==> src/rtl/trunc_mult_err_monitor.sv <==
// -----------------------------------------------------------------------------
// trunc_mult_err_monitor
//
// Error-statistics stage that sits behind the 8x8 truncated Dadda multiplier.
// Each accepted sample carries the operands and the approximate product. The
// block recomputes the exact product, forms the absolute error distance and,
// over a run of num_samples samples, accumulates:
//   err_count : samples whose approximate product differs from a*b
//   err_sum   : sum of |a*b - p_approx|
//   err_max   : largest |a*b - p_approx|
//
// Ports
//   clk          in   rising-edge clock
//   rst          in   synchronous active-high reset
//   start        in   run start pulse, honoured only in IDLE or DONE
//   num_samples  in   samples per run, latched on an accepted start
//   in_valid     in   sample valid
//   in_ready     out  sample accepted when in_valid && in_ready
//   a, b         in   operands given to the multiplier
//   p_approx     in   multiplier output for a, b
//   busy         out  run in progress (RUN or DRAIN)
//   done         out  run finished, statistics stable
//   sample_count out  samples accepted in the current run
//   err_count    out  number of erroneous samples
//   err_max      out  maximum error distance
//   err_sum      out  accumulated error distance
// -----------------------------------------------------------------------------
module trunc_mult_err_monitor #(
    parameter int W     = 8,
    parameter int CNT_W = 16,
    parameter int ACC_W = 2*W + CNT_W
) (
    input  logic               clk,
    input  logic               rst,
    input  logic               start,
    input  logic [CNT_W-1:0]   num_samples,
    input  logic               in_valid,
    output logic               in_ready,
    input  logic [W-1:0]       a,
    input  logic [W-1:0]       b,
    input  logic [2*W-1:0]     p_approx,
    output logic               busy,
    output logic               done,
    output logic [CNT_W-1:0]   sample_count,
    output logic [CNT_W-1:0]   err_count,
    output logic [2*W-1:0]     err_max,
    output logic [ACC_W-1:0]   err_sum
);

    typedef enum logic [2:0] {
        ST_IDLE   = 3'd0,
        ST_RUN    = 3'd1,
        ST_DRAIN1 = 3'd2,
        ST_DRAIN2 = 3'd3,
        ST_DONE   = 3'd4
    } state_t;

    localparam logic [CNT_W-1:0] CNT_ZERO = {CNT_W{1'b0}};
    localparam logic [CNT_W-1:0] CNT_ONE  = {{(CNT_W-1){1'b0}}, 1'b1};

    state_t             state_q;
    logic [CNT_W-1:0]   n_lat_q;
    logic [CNT_W-1:0]   sample_count_q;
    logic               in_ready_q;
    logic               busy_q;
    logic               done_q;

    // stage 1
    logic               v1_q;
    logic [2*W-1:0]     exact_q;
    logic [2*W-1:0]     approx_q;

    // stage 2 (statistics)
    logic [CNT_W-1:0]   err_count_q;
    logic [2*W-1:0]     err_max_q;
    logic [ACC_W-1:0]   err_sum_q;

    logic               hs_s;
    logic               start_acc_s;
    logic [CNT_W-1:0]   sc_inc_s;
    logic [2*W-1:0]     exact_s;
    logic [2*W-1:0]     ed_s;
    logic [CNT_W-1:0]   err_count_d;
    logic [2*W-1:0]     err_max_d;
    logic [ACC_W-1:0]   err_sum_d;

    // Handshake, start acceptance, exact product and next statistics values.
    always_comb begin
        hs_s        = in_valid && in_ready_q;
        start_acc_s = start && ((state_q == ST_IDLE) || (state_q == ST_DONE));
        sc_inc_s    = sample_count_q + CNT_ONE;
        exact_s     = {{W{1'b0}}, a} * {{W{1'b0}}, b};
        ed_s        = (exact_q >= approx_q) ? (exact_q - approx_q) : (approx_q - exact_q);
        err_sum_d   = err_sum_q + {{(ACC_W-2*W){1'b0}}, ed_s};
        err_count_d = err_count_q + ((ed_s != {(2*W){1'b0}}) ? CNT_ONE : CNT_ZERO);
        err_max_d   = (ed_s > err_max_q) ? ed_s : err_max_q;
    end

    // Run-control FSM; in_ready/busy/done are registered from the next state.
    always_ff @(posedge clk) begin
        if (rst) begin
            state_q        <= ST_IDLE;
            n_lat_q        <= CNT_ZERO;
            sample_count_q <= CNT_ZERO;
            in_ready_q     <= 1'b0;
            busy_q         <= 1'b0;
            done_q         <= 1'b0;
        end else begin
            case (state_q)
                ST_IDLE, ST_DONE: begin
                    if (start) begin
                        n_lat_q        <= num_samples;
                        sample_count_q <= CNT_ZERO;
                        if (num_samples == CNT_ZERO) begin
                            state_q    <= ST_DONE;
                            in_ready_q <= 1'b0;
                            busy_q     <= 1'b0;
                            done_q     <= 1'b1;
                        end else begin
                            state_q    <= ST_RUN;
                            in_ready_q <= 1'b1;
                            busy_q     <= 1'b1;
                            done_q     <= 1'b0;
                        end
                    end else begin
                        state_q <= state_q;
                    end
                end
                ST_RUN: begin
                    if (hs_s) begin
                        sample_count_q <= sc_inc_s;
                        // The handshake that reaches n_lat closes the input side.
                        if (sc_inc_s == n_lat_q) begin
                            state_q    <= ST_DRAIN1;
                            in_ready_q <= 1'b0;
                        end else begin
                            state_q    <= ST_RUN;
                            in_ready_q <= 1'b1;
                        end
                    end else begin
                        state_q <= ST_RUN;
                    end
                end
                ST_DRAIN1: begin
                    state_q <= ST_DRAIN2;
                end
                ST_DRAIN2: begin
                    state_q <= ST_DONE;
                    busy_q  <= 1'b0;
                    done_q  <= 1'b1;
                end
                default: begin
                    state_q    <= ST_IDLE;
                    in_ready_q <= 1'b0;
                    busy_q     <= 1'b0;
                    done_q     <= 1'b0;
                end
            endcase
        end
    end

    // Stage 1: capture exact and approximate products on each handshake.
    always_ff @(posedge clk) begin
        if (rst) begin
            v1_q     <= 1'b0;
            exact_q  <= {(2*W){1'b0}};
            approx_q <= {(2*W){1'b0}};
        end else begin
            v1_q <= hs_s;
            if (hs_s) begin
                exact_q  <= exact_s;
                approx_q <= p_approx;
            end else begin
                exact_q  <= exact_q;
                approx_q <= approx_q;
            end
        end
    end

    // Stage 2: fold the error distance of a valid stage-1 sample into the stats.
    // A start is only accepted with the pipeline empty, so clearing never drops
    // an in-flight sample of the same run.
    always_ff @(posedge clk) begin
        if (rst || start_acc_s) begin
            err_count_q <= CNT_ZERO;
            err_max_q   <= {(2*W){1'b0}};
            err_sum_q   <= {ACC_W{1'b0}};
        end else if (v1_q) begin
            err_count_q <= err_count_d;
            err_max_q   <= err_max_d;
            err_sum_q   <= err_sum_d;
        end else begin
            err_count_q <= err_count_q;
            err_max_q   <= err_max_q;
            err_sum_q   <= err_sum_q;
        end
    end

    assign in_ready     = in_ready_q;
    assign busy         = busy_q;
    assign done         = done_q;
    assign sample_count = sample_count_q;
    assign err_count    = err_count_q;
    assign err_max      = err_max_q;
    assign err_sum      = err_sum_q;

endmodule

==> config.mk <==
export PLATFORM = sky130hd
export DESIGN_NAME = trunc_mult_err_monitor
export DESIGN_NICKNAME = d
export VERILOG_FILES = /design/src/rtl/trunc_mult_err_monitor.sv
export SDC_FILE = /design/constraint.sdc
export NUM_CORES = 1
export LEC_CHECK = 0
export ABC_AREA = 1
export CAP_MARGIN = 20
export CORE_MARGIN = 3
export CORE_UTILIZATION = 40
export CTS_CLUSTER_SIZE = 14
export DETAILED_ROUTE_END_ITERATION = 8
export PLACE_DENSITY_LB_ADDON = 0.2
export SLEW_MARGIN = 30
export SYNTH_ARGS = -nofsm -noshare
export SYNTH_HDL_FRONTEND = slang
export SYNTH_SLANG_ARGS = --single-unit
==> constraint.sdc <==
create_clock -name clk -period 6.3 [get_ports clk]
set_input_delay 0.945 -clock clk [delete_from_list [all_inputs] [get_ports clk]]
set_output_delay 0.945 -clock clk [all_outputs]
set_load 0.03 [all_outputs]
==> results.sh <==
export IMPL_status="complete, no violations"
export IMPL_syn_avg_cell_area_um2=6.671
export IMPL_nNetsFinal=1955
export IMPL_leakage_uw=0.006249
export IMPL_synthesis_area_um2=11050
export IMPL_ys_seq_elements=135
export IMPL_yosysTopAreaCell="dfxtp_1"
export IMPL_clock_path_buffers=2
export IMPL_overflow=0
export IMPL_wire_per_inst_um=13.76
export IMPL_hp_start="approx_q[15]"
export IMPL_ioPinCount=135
export IMPL_yosys_top_cells_count="nand2_1, inv_1, nor2_1"
export IMPL_grt_pass1_wl_mm=48.16
export IMPL_fillCellCount=2768
export IMPL_grt_pass1_vias=9999
export IMPL_ys_warn_count=0
export IMPL_synth_nets=1847
export IMPL_drv_cap=0
export IMPL_seq_area_frac_synth_pct=24.46
export IMPL_dpl_cell_count=2085
export IMPL_synth_cell_type_count=48
export IMPL_cts_tree="done"
export IMPL_drc=0
export IMPL_cts_max_level=4
export IMPL_place_area_um2=12660
export IMPL_drtIter0Drc=569
export IMPL_dr_wl_met2_mm=13.78
export IMPL_yosys_area_top_type_share_pct=24.46
export IMPL_final_area_um2=13270
export IMPL_first_pass_iters=5
export IMPL_postCtsSetupBuffers=0
export IMPL_slew_headroom_pct=37.41
export IMPL_wl_met1_mm=13.96
export IMPL_grt_max_degree=59
export IMPL_cp_data_arrival_time_ps=5790
export IMPL_peakVddDrop_mv=0.1746
export IMPL_layout_drive_gt1_share_pct=4.279
export IMPL_critPathRequiredTime_ps=6670
export IMPL_tightest_slew_ps=935.4
export IMPL_synth_area_leaders="dfxtp_1, nand2_1, ha_1"
export IMPL_hpwl_mm=23.21
export IMPL_grt_setup_unrepaired="no"
export IMPL_vias_per_cell=4.959
export IMPL_ctsResizeCount=0
export IMPL_clockRootBuffer="clkbuf_16"
export IMPL_syn2layout_area_growth_pct=20.12
export IMPL_async_flop_share_pct=0
export IMPL_wirelength_mm=29.14
export IMPL_highest_layer="met4"
export IMPL_seqCellArea_um2=2704
export IMPL_multi_input_area_um2=6964
export IMPL_post_route_period_util_pct=85.91
export IMPL_clock_latency_ps=430
export IMPL_portBuffers=134
export IMPL_critPathSlowestCell="clkdlybuf4s50_1"
export IMPL_vias=10499
export IMPL_fmax_mhz=184.8
export IMPL_hp_class="reg -> reg"
export IMPL_antenna_found_initial=0
export IMPL_antenna_cells=0
export IMPL_cp_startpoint="a[3]"
export IMPL_finalSetupViolCount=0
export IMPL_slowest_delay_ps=680
export IMPL_clock_sinks=135
export IMPL_cts_made_buffers=17
export IMPL_r2r_start="exact_q[2]"
export IMPL_clk_pin_slew_worst_paths_ps=60
export IMPL_fin_skew_ps=12.56
export IMPL_initial_core_util_pct=40.88
export IMPL_die_y_um=172.2
export IMPL_track_usage_pct=19.85
export IMPL_min_period_ps=5413
export IMPL_path_class="in -> reg"
export IMPL_finalHoldViolations=0
export IMPL_setup_tns_ps=0
export IMPL_wl_met3_mm=1.056
export IMPL_drv_slew=0
export IMPL_core_area_um2=27030
export IMPL_die_area_um2=29650
export IMPL_synth_ff_type="dfxtp_1"
export IMPL_rows=60
export IMPL_fin_util_pct=49.10
export IMPL_synth_edff_count=0
export IMPL_globalplace_congestion=0.9130
export IMPL_path_cells="clkdlybuf4s50_1 -> nand2_1 -> inv_1 -> fa_1 -> fa_1 -> fa_1 -> inv_1 -> fa_1 -> inv_1 -> ha_1 -> a21oi_1 -> nor2_1 -> a211oi_1 -> o21ai_0 -> a21oi_1 -> o21bai_1 -> nand2_1 -> nand2_1 -> a21oi_1 -> a21oi_1 -> o21ai_0 -> nand2_1 -> inv_1"
export IMPL_cts_hold_buf=0
export IMPL_fp_dieW_um=172.2
export IMPL_synthCells=1656
export IMPL_synth_most_common_cell="nand2_1"
export IMPL_hold_slack_ps=465.9
export IMPL_drt_antenna_violating_nets=0
export IMPL_critPathLaunchType="input pin"
export IMPL_final_cell_count_no_fill=2117
export IMPL_path_max_fanout=8
export IMPL_crit_path_end_kind="flop"
export IMPL_powerDensity_nw_per_um2=311.2
[cells in the final DEF, fill, tap and decap left out, types with 48 or more instances in the layout]
| master | Yosys | layout |
|---|---|---|
| nand2_1 | 337 | 336 |
| inv_1 | 306 | 305 |
| nor2_1 | 172 | 171 |
| a21oi_1 | 136 | 136 |
| dfxtp_1 | 135 | 134 |
| clkdlybuf4s50_1 | 0 | 134 |
| o21ai_0 | 104 | 104 |
| ha_1 | 101 | 101 |
| nand3_1 | 69 | 69 |
| xor2_1 | 48 | 48 |
[report_power, final]
| part | switching, µW | internal (µW) | total (µW) |
|---|---|---|---|
| sequential | 34.0 | 899 | 933 |
| combinational | 1410 | 756 | 2170 |
| clock | 433 | 593 | 1030 |
| total | 1880 | 2250 | 4130 |
[layout make-up]
type | instances | area share (%)
multi-input combinational | 1156 | 52.48
sequential | 135 | 20.38
timing repair buffer | 141 | 10.60
inverter | 313 | 8.854
tap | 341 | 3.215
clock buffer | 17 | 3.206
clock inverter | 14 | 1.264
[sequential cells by signal (all words and copies together), names as in the netlist]
name,cells
err_sum,32
approx_q,16
err_count,16
err_max,16
exact_q,16
n_lat_q,16
sample_count,16
state_q,3
busy,1
done,1
in_ready,1
v1_q,1
[through the flow]
stage | power, µW | setup WS (ps)
2_1_floorplan | 2570 | 1189
3_3_place_gp | 3089 | 489.1
3_5_place_dp | 3113 | 435.6
4_1_cts | 4152 | 865.5
5_1_grt | 4496 | 449.6
6_report | 4129 | 887.5
[worst paths after layout]
kind / cells past startpoint / slack (ps) / to
setup / recovery: 23 / 890 / exact_q[15]
hold reg to reg: 2 / 470 / approx_q[15]
hold / removal: 2 / 470 / approx_q[15]
setup reg to reg: 22 / 1180 / err_max[14]
[worst max-delay path, delay by kind of cell]
kind            cells  cell delay, ps
fa+ha+maj           5            2380
compound gates      8            1230
buf+inv             5             890
simple gates        5             340
[cell families after synthesis]
family,after synthesis,synth area share [%]
compound gates,281,13.82
xor+xnor,65,5.153
fa+ha+maj,139,18.33
buf+inv,365,12.54
flops,135,24.46
mux,2,0.1812
simple gates,669,25.52
[per-layer routing]
metal	GRT usage, %	vias to the layer above
li1	-	5449
met5	0	-
met4	3.853	0
met2	34.11	213
met1	26.81	4811
met3	2.812	26
No activity file was read; power rests on OpenSTA's default activity.
